### config.mk
export PLATFORM = sky130hd
export DESIGN_NAME = serial_rx_ctrl
export DESIGN_NICKNAME = d
export VERILOG_FILES = /design/src/rtl/srx_pkg.sv /design/src/rtl/srx_hdr_deser.sv /design/src/rtl/serial_rx_ctrl.sv
export SDC_FILE = /design/constraint.sdc
export NUM_CORES = 1
export LEC_CHECK = 0
export ABC_AREA = 1
export CAP_MARGIN = 20
export CORE_UTILIZATION = 54
export DETAILED_ROUTE_END_ITERATION = 10
export PLACE_DENSITY_LB_ADDON = 0.2
export SLEW_MARGIN = 15
export SYNTH_ARGS = -nofsm -noshare
export SYNTH_HDL_FRONTEND = slang
export SYNTH_SLANG_ARGS = --single-unit
### constraint.sdc
create_clock -name clk -period 4.65 [get_ports clk]
set_clock_uncertainty 0.2 [all_clocks]
set_input_delay 0.465 -clock clk [delete_from_list [all_inputs] [get_ports clk]]
set_output_delay 0.465 -clock clk [all_outputs]
set_load 0.005 [all_outputs]
### src/rtl/srx_pkg.sv
// Shared types and header layout for the serial receive controller.
// Header is {F, m, cnt}, shifted in MSB first.
package srx_pkg;

  typedef enum logic [1:0] {
    ST_IDLE   = 2'd0,
    ST_HDR    = 2'd1,
    ST_ACTIVE = 2'd2,
    ST_DONE   = 2'd3
  } state_t;

  localparam int HDR_BITS  = 8;
  localparam int F_LSB     = 6;
  localparam int F_W       = 2;
  localparam int M_LSB     = 2;
  localparam int M_W       = 4;
  localparam int CNT_LSB   = 0;
  localparam int CNT_W     = 2;
  localparam int MAX_WORDS = 4;
  localparam int WCNT_W    = 3;

  // Header cnt field encodes words-per-frame minus one.
  function automatic logic [WCNT_W-1:0] word_target(input logic [CNT_W-1:0] cnt);
    return {1'b0, cnt} + 3'd1;
  endfunction

endpackage

### src/rtl/srx_hdr_deser.sv
// Header deserializer: one bit per cycle while shift is high, done strobes on the last bit.
// hdr_nxt includes the bit being shifted this cycle so the caller can latch fields on the same edge.
module srx_hdr_deser #(
  parameter int HDR_BITS = srx_pkg::HDR_BITS
) (
  input  logic                clk,
  input  logic                reset,
  input  logic                clr,
  input  logic                shift,
  input  logic                din,
  output logic [HDR_BITS-1:0] hdr_nxt,
  output logic                pre_done,
  output logic                done
);

  localparam int CW = $clog2(HDR_BITS + 1);

  logic [HDR_BITS-1:0] hdr;
  logic [CW-1:0]       bit_cnt;

  assign hdr_nxt  = {hdr[HDR_BITS-2:0], din};
  assign done     = shift && (bit_cnt == CW'(HDR_BITS - 1));
  assign pre_done = shift && (bit_cnt == CW'(HDR_BITS - 2));

  always_ff @(posedge clk) begin
    if (!reset || clr) begin
      hdr     <= '0;
      bit_cnt <= '0;
    end else if (shift) begin
      hdr     <= hdr_nxt;
      bit_cnt <= done ? '0 : bit_cnt + CW'(1);
    end
  end

endmodule

### src/rtl/serial_rx_ctrl.sv
// Frames a serial receiver: start bit, header, then N words into a one-entry output buffer.
// Words land in out_word one cycle after rx_word_ready; a full, unaccepted buffer drops the word and sets overrun.
module serial_rx_ctrl
  import srx_pkg::*;
#(
  parameter int HDR_BITS = srx_pkg::HDR_BITS
) (
  input  logic       clk,
  input  logic       reset,
  input  logic       line,
  input  logic [7:0] rx_word,
  input  logic       rx_word_ready,
  output logic       rx_en,
  output logic       rx_clr,
  output logic [1:0] rx_F,
  output logic [3:0] rx_m,
  output logic [7:0] out_word,
  output logic       out_valid,
  input  logic       out_ready,
  output logic       frame_done,
  output logic       overrun
);

  state_t              state;
  logic [WCNT_W-1:0]   word_cnt;
  logic [WCNT_W-1:0]   word_tgt;
  logic [WCNT_W-1:0]   cnt_inc;
  logic [HDR_BITS-1:0] hdr_nxt;
  logic                hdr_pre_done;
  logic                hdr_done;
  logic                word_in;

  srx_hdr_deser #(.HDR_BITS(HDR_BITS)) u_hdr_deser (
    .clk      (clk),
    .reset    (reset),
    .clr      (state == ST_IDLE),
    .shift    (state == ST_HDR),
    .din      (line),
    .hdr_nxt  (hdr_nxt),
    .pre_done (hdr_pre_done),
    .done     (hdr_done)
  );

  assign word_in = rx_word_ready && (state == ST_ACTIVE);
  assign cnt_inc = word_cnt + 3'd1;

  always_ff @(posedge clk) begin
    if (!reset) begin
      state      <= ST_IDLE;
      word_cnt   <= '0;
      word_tgt   <= '0;
      rx_en      <= 1'b0;
      rx_clr     <= 1'b1;
      rx_F       <= '0;
      rx_m       <= '0;
      out_word   <= '0;
      out_valid  <= 1'b0;
      frame_done <= 1'b0;
      overrun    <= 1'b0;
    end else begin
      rx_clr     <= 1'b0;
      frame_done <= 1'b0;

      // Accepting a word in the same cycle as a handshake keeps the buffer full.
      if (word_in) begin
        if (!out_valid || out_ready) begin
          out_word  <= rx_word;
          out_valid <= 1'b1;
        end else begin
          overrun <= 1'b1;
        end
      end else if (out_valid && out_ready) begin
        out_valid <= 1'b0;
      end

      case (state)
        ST_IDLE: begin
          if (line) begin
            state   <= ST_HDR;
            overrun <= 1'b0;
          end
        end
        ST_HDR: begin
          if (hdr_pre_done) rx_clr <= 1'b1;
          if (hdr_done) begin
            state    <= ST_ACTIVE;
            rx_en    <= 1'b1;
            rx_F     <= hdr_nxt[F_LSB +: F_W];
            rx_m     <= hdr_nxt[M_LSB +: M_W];
            word_tgt <= word_target(hdr_nxt[CNT_LSB +: CNT_W]);
            word_cnt <= '0;
          end
        end
        ST_ACTIVE: begin
          if (rx_word_ready) begin
            word_cnt <= cnt_inc;
            if (cnt_inc == word_tgt) begin
              state      <= ST_DONE;
              rx_en      <= 1'b0;
              rx_clr     <= 1'b1;
              frame_done <= 1'b1;
            end
          end
        end
        ST_DONE: state <= ST_IDLE;
        default: state <= ST_IDLE;
      endcase
    end
  end

endmodule

Word-level counts from Yosys, hierarchy flattened:

Cells that the tools add are included.

* equal/unequal tests: 11
* reductions and logical operators: 18
* add/sub/neg operators: 3
* muxes and demuxes: 24

Operator list (count)
* $mux 1: 13
* $eq 4x3->1 const B: 2
* $mux 2: 4
* $pmux 2 s4: 1
* $reduce_and 2->1: 4
* $reduce_and 4->1: 2
* $mux 3: 2
* $ne 2x2->1 const B: 3
* $pmux 3 s2: 1
* $add 4x1->4 const B: 1
* $eq 2x2->1 const B: 2
* $logic_and 1x1->1: 4
* $mux 4: 1
* $ne 2x1->1 const B: 2
* $pmux 1 s2: 2
* $reduce_bool 2->1: 2
* $add 2x1->3 const B: 1
* $add 3x1->3 const B: 1
* $eq 3x3->1: 1
* $reduce_and 3->1: 1
* $eq 2x1->1 const B: 1
* $logic_not 1->1: 2
* $logic_not 2->1: 1
* $logic_or 1x1->1: 2

* input bits: 13
* output and inout bits: 19
* word-level logic and storage cells: 69
* register bits after elaboration: 38

Logic depth before layout (Yosys ltp):

Gate-level depths: netlist of run 1.

* depth in word-level cells: 6
* gate-level depth with buffers: 11
* mapped depth without buffers: 11

Cells and area by module:

A second synthesis of run 1 with hierarchy kept.

* cells, all modules: 226
* area total of the unflattened synthesis: 1660.3 µm²

Modules (own cells, without submodules)
* serial_rx_ctrl: times used 1, area an instance 1188.6 µm², cells each 163, seq. area each 540.5 µm²
* srx_hdr_deser: times used 1, area an instance 471.7 µm², cells each 63, seq. area each 220.2 µm²

Worst setup path after synthesis of run 1:

Ideal clock, no wire load.

* path type: reg-to-reg
* from: reg state[0]
* to: reg state[1]
* slack: 3176 ps
* buffers on the path: 0
* library setup time: 115 ps
* stages on the path, launching flop included: 10
* clock period less this slack: 1474 ps
* data arrival time: 1160 ps
* data required time: 4335 ps
* cell sequence: dfxtp_1 -> inv_1 -> ha_1 -> inv_2 -> or2_0 -> o21ai_0 -> nor2_2 -> nand3_1 -> nand2_1 -> nor2_1

* word-level cells in the longest chain between the ends: 4
* elaborated cells between the ends (all ways): 11
* those cells by class: eq/ne: 7; mux: 1; reduce/logical: 3

Ends and longest elaborated chain
* from (decl): line serial_rx_ctrl.sv:24 `state_t state;`
* from (signal assigned): line serial_rx_ctrl.sv:49 `state <= ST_IDLE;`
* from (signal assigned): line serial_rx_ctrl.sv:79 `state <= ST_HDR;`
* from (signal assigned): line serial_rx_ctrl.sv:86 `state <= ST_ACTIVE;`
* $eq 2x1->1: line serial_rx_ctrl.sv:37, serial_rx_ctrl.sv:76
* $logic_and 1x1->1: line srx_hdr_deser.sv:22 `assign done = shift && (bit_cnt == CW'(HDR_BITS - 1));`
* $ne 2x2->1 (no line)
* $reduce_and 4->1 (no line)

Several ways; a longest one is shown, not always the timed one.
A chain may end at the register's enable or synchronous reset.

Worst setup path after layout of run 1:

* from: in reset
* to: reg u_hdr_deser.bit_cnt[3]

* word-level cells in the longest chain between the ends: 2

Ends and longest elaborated chain
* from (decl): line serial_rx_ctrl.sv:9 `input logic reset,`
* $logic_not 1->1: line srx_hdr_deser.sv:26 `if (!reset || clr) begin`
* $logic_or 1x1->1: line srx_hdr_deser.sv:26
* to (signal assigned): line srx_hdr_deser.sv:31 `bit_cnt <= done ? '0 : bit_cnt + CW'(1);`
* to (decl): line srx_hdr_deser.sv:19 `logic [CW-1:0] bit_cnt;`

Every way passes these cells.

==> results of run 1 <==
## stage by stage
step	total power (µW)	instances	hold WS (ns)	setup WS, ns
finish	792	285	0.279	2.51
global route	845	285	0.306	2.32
CTS	797	285	0.280	2.50
detailed placement	594	277	0.268	2.13
global placement	589	277	0.253	2.19
floorplan	520	219	0.243	3.18
## power by group
part	switching, µW	total, µW	internal, µW
clock	101	204	103
sequential	19.9	379	359
combinational	121	209	87.6
## state kept, by name (all words and copies together) (netlist names)
signal	cells
out_valid	1
rx_clr	1
frame_done	1
u_hdr_deser.bit_cnt	4
rx_en	1
overrun	1
word_tgt	3
word_cnt	3
rx_m	4
rx_F	2
u_hdr_deser.hdr	7
state	2
out_word	8
## cell usage in the layout (no fill, tap or decap), types with 8 or more instances in the layout
| cell type | n |
|---|---|
| nand2_1 | 42 |
| dfxtp_1 | 38 |
| nor2_1 | 32 |
| clkdlybuf4s50_1 | 31 |
| inv_1 | 22 |
| a21oi_1 | 18 |
| o21ai_0 | 16 |
| nand3_1 | 8 |
## cell type report
type	instances	area share (%)
inverter	30	5.51
sequential	38	37.2
tap	31	1.90
timing repair buffer	31	15.2
multi-input combinational	147	36.3
clock buffer	8	3.86
## per-layer routing
layer  GRT usage (%)  vias to the layer above  routed length [µm]  part of all wire (%)
li1                -                      764                   -                     -
met1            29.5                      627                1550                    48
met2            36.0                       34                1430                    44
met3            5.67                        5                 187                   5.8
met4            10.5                        0                  52                   1.6
met5               0                        -                   0                     0
## worst max-delay path, stage by stage
cell and delay [ns]:
clkdlybuf4s50_1 0.87, inv_2 0.23, nor2_2 0.27, inv_2 0.10, nor4_1 0.26
## kinds of logic (layout without fill, tap and decap cells)
group,Yosys count,in the layout
buffers and inverters,34,69
AOI/OAI and AO/OA,47,47
adders and majority gates,7,7
DFF,38,38
and+or+nand+nor,93,93
## worst paths after layout
kind | startpoint | endpoint | slack (ns) | cells past startpoint
setup / recovery | reset | u_hdr_deser.bit_cnt[3]$_SDFFE_PP0P_ | 2.51 | 5
hold / removal | rx_en$_SDFFE_PN0P_ | rx_en$_SDFFE_PN0P_ | 0.28 | 2
setup reg to reg | state[1]$_SDFFE_PN0P_ | word_cnt[1]$_SDFFE_PN0P_ | 2.60 | 9
hold reg to reg | rx_en$_SDFFE_PN0P_ | rx_en$_SDFFE_PN0P_ | 0.28 | 2
==> impl_metrics.csv, run 1 <==
group,metric,value,unit
run_status,outcome,"finished with violations",
run_status,violations,"DRC",
logic_synthesis,synth-xor-area-share,0,%
logic_synthesis,synth.area.mux_share,0,%
clock_network,clkTransAtPathRegs,0.11,ns
setup_path,path_class,"in -> reg",
sta,min_period,2.14,ns
logic_synthesis,syn_area_per_cell,7.50,µm²
logic_synthesis,synth_top_family_by_area,"simple AND/OR/NAND/NOR gates",
setup_path,crit_path_start_kind,"primary input",
logic_synthesis,syn_nets,239,
clock_network,htreeDepth,2,
cells_and_area,syn_to_final_growth,24.5,%
pwr,peakVddDrop,238,µV
logic_synthesis,ys_ff_latch,38,
logic_synthesis,synth_area,1640,µm²
cells_and_area,fillers,250,
placement,gp_congestion,0.799,
floorplan,core,2830,µm²
global_route,grt_overflow_total,0,
floorplan,ioPinCount,32,
sta,hold_viol_final,0,
sta,setup_tns,0,ns
clock_network,cts_root_buffer,"clkbuf_4",
logic_synthesis,synth.most_common_cell,"nand2_1",
clock_network,cts_tree,"built",
pwr,p_per_area,388,nW/µm²
route,vias,1430,
clock_network,cts_made_buffers,5,
logic_synthesis,synth_fa_ha_area_share,5.34,%
sta,tightest_slew,0.622,ns
global_route,grt_usage,22.8,%
logic_synthesis,ys_seq_area_share,46.3,%
sta,final.period_utilization,46.1,%
min_path,min_path_type,"reg -> reg",
global_route,grt_pass1_vias,1345,
placement,portBuffers,31,
logic_synthesis,async_reset_ff_share,0,%
cells_and_area,design_area,2040,µm²
floorplan,num_rows,19,
clock_network,insertion_delay,0.34,ns
route,wl,3.22,mm
cells_and_area,multi_input_area,742,µm²
clock_network,cts_setup_buffers,0,
sta,fmaxAchievable,467,MHz
logic_synthesis,netlist-cell-type-count,24,
clock_network,cts_sinks,38,
job,cap_violations,0,
cells_and_area,fin_nets,273,
pwr,p_leak,0.000841,µW
logic_synthesis,netlist_instances,219,
placement,dpl_cell_area,1960,µm²
logic_synthesis,yosysTopAreaCell,"dfxtp_1",
cells_and_area,regArea,761,µm²
setup_path,worst_ep_arrival_time,2.20,ns
setup_path,crit_fanout,20,
sta,drv_slew,0,
route,drt_iter0_drc,73,
global_route,grt_max_degree,21,
global_route,antenna_found_initial,0,
logic_synthesis,synthTopCellsByArea,"dfxtp_1, nand2_1, nor2_1",
logic_synthesis,synthSimpleGateAreaFrac,24.2,%
sta,setup_violations,0,
cells_and_area,fin_util,72.2,%
route,drc,2,
route,drtPass1Iterations,7,
logic_synthesis,synth_ff_type,"dfxtp_1",
clock_network,cts_buffer_depth,2,
logic_synthesis,synth_top_area_share,46.3,%
floorplan,die_area,3260,µm²
clock_network,cts_hold_buf,0,
route,viasPerCell,5.02,
floorplan,die_y,57.1,µm
floorplan,start_util,58.0,%
global_route,grt_pass1_wl,5.70,mm
placement,hpwl,2.41,mm
setup_path,cp.required,4.70,ns
route,wl_per_cell,11.3,µm
route,drtAntennaViolNets,0,
logic_synthesis,synth_edf_count,0,
cells_and_area,drive_above_1_share,10.2,%
logic_synthesis,yosys-top-cells-count,"nand2_1, dfxtp_1, nor2_1, inv_1, a21oi_1",
floorplan,dieWidth,57.1,µm
logic_synthesis,synth_compound_area_share,15.6,%
sta,grt_setup_unrepaired,"no",
clock_network,cts-resized-gates,0,
cells_and_area,antenna_cells,0,
sta,max-slew-margin-rel,58.4,%
setup_path,endpoint_kind,"flop",
logic_synthesis,ys_warn_count,0,
Power figures use the tool's default switching activity.
==> inputs of run 2 (changes only) <==
CORE_UTILIZATION = 45   (was 54)
clock period = 1.9 ns   (was 4.65 ns; I/O delays follow)
==> impl_metrics.csv, run 2 (same netlist as run 1, synthesis figures left out) <==
group,metric,value,unit
run_status,outcome,"completed",
cells_and_area,mostFrequentLayoutCells,"nand2_1, dfxtp_1, nor2_1",
global_route,grt_max_degree,20,
setup_path,worst_ep_arrival_time,1.66,ns
floorplan,start_util,48.1,%
sta,fmaxAchievable,626,MHz
cells_and_area,syn_to_final_growth,27.9,%
sta,tightest_slew,0.262,ns
global_route,grt_usage,18.3,%
placement,gp_congestion,0.797,
clock_network,cts_setup_buffers,0,
route,wl_per_cell,10.3,µm
sta,final.period_utilization,84.1,%
route,drtPass1Iterations,4,
clock_network,clkTransAtPathRegs,0.11,ns
floorplan,die_y,62.4,µm
sta,hold_viol_final,0,
clock_network,cts-resized-gates,0,
global_route,grt_overflow_total,0,
job,cap_violations,0,
clock_network,cts_sinks,38,
setup_path,crit_fanout,9,
route,drtAntennaViolNets,0,
route,viasPerCell,4.65,
floorplan,core,3420,µm²
placement,hpwl,2.30,mm
placement,portBuffers,31,
sta,max-slew-margin-rel,82.5,%
sta,drv_slew,0,
cells_and_area,fillers,322,
clock_network,cts_made_buffers,5,
setup_path,crit_path_start_kind,"flop",
route,drt_iter0_drc,39,
sta,setup_tns,0,ns
pwr,clkPwrFrac,26.5,%
pwr,p_per_area,938,nW/µm²
pwr,internal-power,1360,µW
floorplan,die_area,3890,µm²
pwr,power_frac_comb,26.6,%
cells_and_area,layout.cells.non_filler,305,
cells_and_area,top_regs,"out_word: 8 flops, u_hdr_deser.hdr: 7 flops",
clock_network,cts_buffer_depth,2,
route,vias,1419,
clock_network,htreeDepth,2,
min_path,min_path_type,"in -> reg",
global_route,grt_pass1_wl,5.40,mm
pwr,seq_power_share,46.9,%
pwr,p_leak,0.000866,µW
cells_and_area,regMostFlops,"out_word",
cells_and_area,antenna_cells,0,
setup_path,reg2reg_depth,9,
cells_and_area,fin_nets,278,
pwr,peakVddDrop,534,µV
clock_network,cts_hold_buf,0,
min_path,holdPathStages,3,
pwr,p_switching,608,µW
setup_path,path_class,"reg -> reg",
route,drc,0,
setup_path,endpoint_kind,"flop",
global_route,grt_pass1_vias,1212,
clock_network,cts_root_buffer,"clkbuf_4",
clock_network,insertion_delay,0.35,ns
global_route,antenna_found_initial,0,
sta,hold_ws,0.209,ns
sta,min_period,1.60,ns
floorplan,ioPinCount,32,
sta,setup_violations,0,
cells_and_area,final_common_cell,"nand2_1",
cells_and_area,largest_register_ffs,8,
pwr,switching_share,30.9,%
sta,grt_setup_unrepaired,"no",
cells_and_area,drive_above_1_share,12.0,%
route,wl,3.16,mm
floorplan,dieWidth,62.4,µm
placement,dpl.cell_count,297,
setup_path,cp.required,1.96,ns
floorplan,num_rows,21,
clock_network,cts_tree,"built",
## run 2: critical path, stage by stage (launching register included)
cell,delay [ns]
dfxtp_1,0.34
inv_1,0.07
ha_1,0.19
nand2_2,0.09
nor2_4,0.24
nand2_1,0.09
nand2_1,0.12
nand2_1,0.06
nand2_1,0.07
a21oi_2,0.04
## run 2: final timing paths
kind,start,endpoint,slack (ns)
worst max-delay path,state[1]$_SDFFE_PN0P_,rx_en$_SDFFE_PN0P_,0.30
worst min-delay path,rx_word[7],out_word[7]$_SDFFE_PN0P_,0.21
worst max register to register,state[1]$_SDFFE_PN0P_,rx_en$_SDFFE_PN0P_,0.30
worst min register to register,word_cnt[1]$_SDFFE_PN0P_,word_cnt[1]$_SDFFE_PN0P_,0.27
## run 2: area by class of cell
| cell class | count | area (µm²) | area share [%] |
|---|---|---|---|
| repair buffers | 36 | 348 | 16.6 |
| flip-flops and latches | 38 | 761 | 36.2 |
| clock buffers | 8 | 78.8 | 3.75 |
| inverters | 30 | 113 | 5.36 |
| multi-input cells | 147 | 742 | 35.3 |
| well taps | 46 | 57.6 | 2.74 |
## run 2: through the flow
stage	instance area (µm²)	utilization, %	total power, µW	worst slack, ns
6_report	2100	61.5	1970	0.302
2_1_floorplan	1640	-	1270	0.426
4_1_cts	2100	61.5	1990	0.279
3_5_place_dp	2020	59.2	1470	0.295
5_1_grt	2100	61.5	2110	0.103
3_3_place_gp	2020	59.2	1460	0.300
## run 2: power by group through the flow
stage | Sequential, µW | Combinational [µW] | Clock [µW]
3_5_place_dp | 941 | 525 | 0
6_report | 924 | 524 | 521
5_1_grt | 934 | 606 | 570
4_1_cts | 924 | 530 | 537
3_3_place_gp | 939 | 522 | 0
2_1_floorplan | 939 | 333 | 0
## run 2: layer usage
| layer | global-route usage, % | share of wire [%] | vias to the layer above |
|---|---|---|---|
| li1 | - | - | 779 |
| met1 | 24.1 | 52 | 606 |
| met2 | 25.5 | 42 | 27 |
| met3 | 7.12 | 4.9 | 7 |
| met4 | 9.59 | 1.9 | 0 |
| met5 | 0 | 0 | - |
==> inputs of run 3 (changes only) <==
clock period = 1.4 ns   (was 1.9 ns; I/O delays follow)
==> impl_metrics.csv, run 3 (same netlist as run 1, synthesis figures left out) <==
group,metric,value,unit
run_status,outcome,"finished with violations",
cells_and_area,antenna_cells,0,
clock_network,cts_buffer_depth,2,
global_route,grt_pass1_vias,1492,
global_route,antenna_found_initial,0,
cells_and_area,design_area,2560,µm²
cells_and_area,layout.cells.non_filler,329,
placement,hpwl,2.63,mm
global_route,grt_max_degree,20,
cells_and_area,fin_util,74.9,%
setup_path,cp_top_family,"buffers and inverters",
min_path,min_path_type,"in -> reg",
clock_network,clkTransAtPathRegs,0.12,ns
sta,grt_setup_unrepaired,"yes",
clock_network,htreeDepth,2,
clock_network,insertion_delay,0.36,ns
cells_and_area,largest_register_ffs,8,
cells_and_area,drive_above_1_share,42.0,%
setup_path,path_cells,"inv_4, buf_12, ha_4, nor2_4, buf_6, buf_4, o21ai_2, a21oi_1",
floorplan,die_area,3890,µm²
setup_path,cp.required,1.49,ns
job,cap_violations,0,
floorplan,start_util,48.1,%
pwr,p_per_area,1280,nW/µm²
route,drtPass1Iterations,4,
sta,final.period_utilization,112,%
setup_path,max_stage_delay,0.40,ns
route,viasPerCell,4.86,
cells_and_area,final_common_cell,"nand2_1",
cells_and_area,multi_input_area,948,µm²
route,wl,4.24,mm
route,vias,1598,
global_route,grt_usage,21.4,%
sta,min_period,1.57,ns
route,wl_per_cell,12.9,µm
route,drtAntennaViolNets,0,
setup_path,endpoint_kind,"flop",
cells_and_area,mostFrequentLayoutCells,"nand2_1, nor2_1, dfxtp_1",
cells_and_area,fillers,243,
cells_and_area,fin_nets,302,
floorplan,ioPinCount,32,
sta,layout_setup_ws,-0.174,ns
placement,portBuffers,31,
sta,hold_viol_final,0,
setup_path,crit_buf_inv,4,
setup_path,path_class,"reg -> reg",
global_route,grt_overflow_total,0,
setup_path,worst_ep_arrival_time,1.66,ns
placement,gp_congestion,0.816,
clock_network,cts_root_buffer,"clkbuf_4",
placement,dpl.cell_count,310,
clock_network,cts_made_buffers,5,
global_route,grt_pass1_wl,6.56,mm
cells_and_area,regArea,791,µm²
sta,hold_ws,0.141,ns
floorplan,dieWidth,62.4,µm
floorplan,die_y,62.4,µm
cells_and_area,top_regs,"out_word: 8 flops, u_hdr_deser.hdr: 7 flops",
route,drt_iter0_drc,74,
route,drc,0,
sta,fmaxAchievable,635,MHz
sta,setup_tns,-2.35,ns
setup_path,crit_fanout,4,
pwr,p_leak,0.00113,µW
floorplan,num_rows,21,
cells_and_area,regMostFlops,"out_word",
setup_path,crit_path_start_kind,"flop",
clock_network,cts_tree,"built",
sta,setup_violations,28,
run_status,violations,"setup timing",
sta,tightest_slew,0.267,ns
cells_and_area,syn_to_final_growth,55.9,%
pwr,peakVddDrop,940,µV
sta,drv_slew,0,
placement,dpl_cell_area,2160,µm²
sta,max-slew-margin-rel,82.1,%
clock_network,cts_sinks,38,
floorplan,core,3420,µm²
setup_path,slowest_stage,"dfxtp_4",
## run 3: metrics by stage
step / total power, µW / setup slack [ns]
floorplan: 1790 / -0.0192
global placement: 2140 / -0.108
detailed placement: 2160 / -0.116
CTS: 2880 / -0.102
global route: 3460 / -0.233
finish: 3270 / -0.174
## run 3: layout make-up
type | instances | share of cell area, %
timing repair buffer | 60 | 22.5
multi-input combinational | 147 | 37.0
clock buffer | 7 | 2.15
clock inverter | 1 | 0.196
tap | 46 | 2.25
sequential | 38 | 30.9
inverter | 30 | 4.99
## run 3: per-layer routing
layer / GRT usage, % / wire length (µm) / share of wire [%] / vias up
li1: - / - / - / 830
met1: 25.8 / 1880 / 44 / 730
met2: 36.0 / 2120 / 50 / 29
met3: 5.66 / 146 / 3.4 / 9
met4: 8.43 / 89 / 2.1 / 0
met5: 0 / 0 / 0 / -
## run 3: timing repair
item | CTS | global route
gates cloned | 0 | 0
hold buffers | 0 | 0
pin swaps | 15 | 17
setup endpoints to repair | 54 | 35
resized for setup | 66 | 42
setup buffers | 4 | 8
## run 3: final timing paths
| check | start | endpoint | slack (ns) | cells past startpoint |
|---|---|---|---|---|
| setup reg to reg | state[1]$_SDFFE_PN0P_ | u_hdr_deser.hdr[5]$_SDFFE_PP0P_ | -0.17 | 8 |
| hold reg to reg | rx_m[3]$_SDFFE_PN0P_ | rx_m[3]$_SDFFE_PN0P_ | 0.28 | 2 |
| hold / removal | rx_word[0] | out_word[0]$_SDFFE_PN0P_ | 0.14 | 3 |
| setup / recovery | state[1]$_SDFFE_PN0P_ | u_hdr_deser.hdr[5]$_SDFFE_PP0P_ | -0.17 | 8 |
## run 3: where the power goes
part	internal, µW	leakage (µW)	switching (µW)
Clock	243	0.0000353	372
Combinational	679	0.000778	682
Sequential	1210	0.000317	84.0
Total	2140	0.00113	1140
## run 3: worst register-to-register path, stage by stage, from the launching register on
cell     delay [ns]
dfxtp_4        0.40
inv_4          0.05
buf_12         0.12
ha_4           0.16
nor2_4         0.15
buf_6          0.15
buf_4          0.11
o21ai_2        0.04
a21oi_1        0.12
==> variant (flow settings as in run 1) <==
`WCNT_W`: 3 -> 5.
--- a/src/rtl/srx_pkg.sv
+++ b/src/rtl/srx_pkg.sv
@@ -17,7 +17,7 @@
   localparam int CNT_LSB   = 0;
   localparam int CNT_W     = 2;
   localparam int MAX_WORDS = 4;
-  localparam int WCNT_W    = 3;
+  localparam int WCNT_W    = 5;
 
   // Header cnt field encodes words-per-frame minus one.
   function automatic logic [WCNT_W-1:0] word_target(input logic [CNT_W-1:0] cnt);
Behaviour: no difference found for any inputs over 10 cycles, from zero or initial values and one cycle with reset low; that may be too few to reach the edited logic, so the function may still have changed.
==> variant against run 1 <==
Wire length increased by 7.7%. Sequential cell count increased by 2. First-iteration DRC count decreased by 2.7%. Worst setup slack got worse by 180 ps. Worst hold slack got worse by 5.9 ps. Synthesized area increased by 4.0%. Sequential share of layout area increased by 0.73 points. Combinational power increased by 18%. Total power increased by 4.0%. Design area increased by 3.2%. Largest power group unchanged. Highest routed layer unchanged.
==> variant: results (changes against run 1) <==
GRT
  – Largest net degree at the start of global routing: 22 (was 21)
  – Tot GR Track Use: 22.9% (was 22.8%)
  – Global-route wire length before repair: 5890 um (was 5700 um)
  – Vias in the first global route: 1376 (was 1345)
  – Initial antenna violation count: 0 (unchanged)

Power
  – Max VDD drop: 0.000279 V (was 0.000238 V)
  – Sw Pwr: 274 uW (was 242 uW)
  – Comb power frac: 30.0% (was 26.4%)
  – Clock network fraction of total power: 21.6% (was 25.8%)
  – Internal power: 550 uW (about the same)
  – Pleak: 0.818 nW (was 0.841 nW)

Routing
  – Iteration-0 DRC Markers: 71 (was 73)
  – Vias per cell: 5.09 (was 5.02)
  – Initial DRT Pass Iterations: 4 (was 7)
  – WL/cell: 11.7 um (was 11.3 um)
  – DR DRC count: 0 (was 2)

Critical path
  – R2R cell count: 7 (was 9)
  – Critical Path AT: 2360 ps (was 2200 ps)
  – Crit path from: state[1]$_SDFFE_PN0P_ (was reset)
  – R2R Setup Slk: 2330 ps (was 2600 ps)
  – Setup crit end: word_tgt[2]$_SDFFE_PN0P_ (was u_hdr_deser.bit_cnt[3]$_SDFFE_PP0P_)
  – Crit path max fanout: 16 (was 20)

Synth
  – Cells after synthesis: 218 (was 219)
  – Cell variety after synth: 28 (was 24)
  – Top cells by area, synth: dfxtp_1 (47%), nand2_1 (7.3%), nor2_1 (6.6%) (was dfxtp_1 (46%), nand2_1 (9.6%), nor2_1 (7.3%))
  – Most frequent cells after synthesis: dfxtp_1 (40), nand2_1 (33), nor2_1 (30), a21oi_1 (20), o21ai_0 (18) (was nand2_1 (42), dfxtp_1 (38), nor2_1 (32), inv_1 (22), a21oi_1 (18))
  – Post-Syn Nets: 238 (was 239)
  – Sequential area share after synthesis: 46.9% (was 46.3%)

Cells and area
  – Nets: 271 (was 273)
  – Top Registers: out_word (8), u_hdr_deser.hdr (7), word_cnt (5) (was out_word (8), u_hdr_deser.hdr (7))
  – Final Non-Filler Cells: 296 (was 285)
  – Fillers: 264 (was 250)
  – Storage cell area: 801 sq um (was 761 sq um)
  – Layout cells sized above 1: 13.1% (was 10.2%)

Place
  – Placer Congestion: 0.735 (was 0.799)
  – Placed Area: 2050 sq um (was 1960 sq um)
  – Place WS: 2160 ps (was 2130 ps)
  – DP Cell Count: 288 (was 277)
  – DP HPWL: 2480 um (was 2410 um)

Worst hold path
  – Hold Path Sink: rx_m[3]$_SDFFE_PN0P_ (was rx_en$_SDFFE_PN0P_)
  – Hold_sp: rx_m[3]$_SDFFE_PN0P_ (was rx_en$_SDFFE_PN0P_)

Clock tree
  – Cts repair resizes: 0 (unchanged)
  – CTS Buf Count: 5 (unchanged)

Outcome
  – Status: finished, final reports clean (was complete, but fails checks)

Timing
  – Worst hold slack: 273 ps (was 279 ps)
  – Max_slew headroom: 57.0% (was 58.4%)
  – Max Freq: 430 MHz (was 467 MHz)
-- variant: worst max-delay path: stages, from the launching register on --
cell and delay (ps):
dfxtp_1 340, inv_1 70, ha_1 490, nand2_1 190, nor2_2 470, inv_2 180, o21ai_0 220, a21oi_1 70
-- variant: per-layer routing --
layer	track usage [%]	vias up	share of wire [%]	wire, um
met5	0	-	0	0
met4	7.82	0	1.3	45
met3	6.70	9	5.0	173
met2	38.1	41	47	1630
met1	28.4	681	47	1620
li1	-	776	-	-
-- variant: final cells by class --
type	count	area share, %
Multi-Input combinational cell	149	37.5
Sequential cell	40	38.0
Clock buffer	6	2.43
Timing Repair Buffer	31	14.7
Clock inverter	2	0.474
Inverter	24	4.27
Tap cell	44	2.61
-- variant: cells by family (layout without fill, tap and decap cells) --
group	Yosys count	in the layout	share of synthesized area [%]
AOI/OAI and AO/OA	53	53	17.4
xor gates and xnor gates	2	2	1.03
adders and majority gates	7	7	5.13
buffers and inverters	29	63	6.67
DFF	40	40	46.9
and+or+nand+nor	87	87	22.8
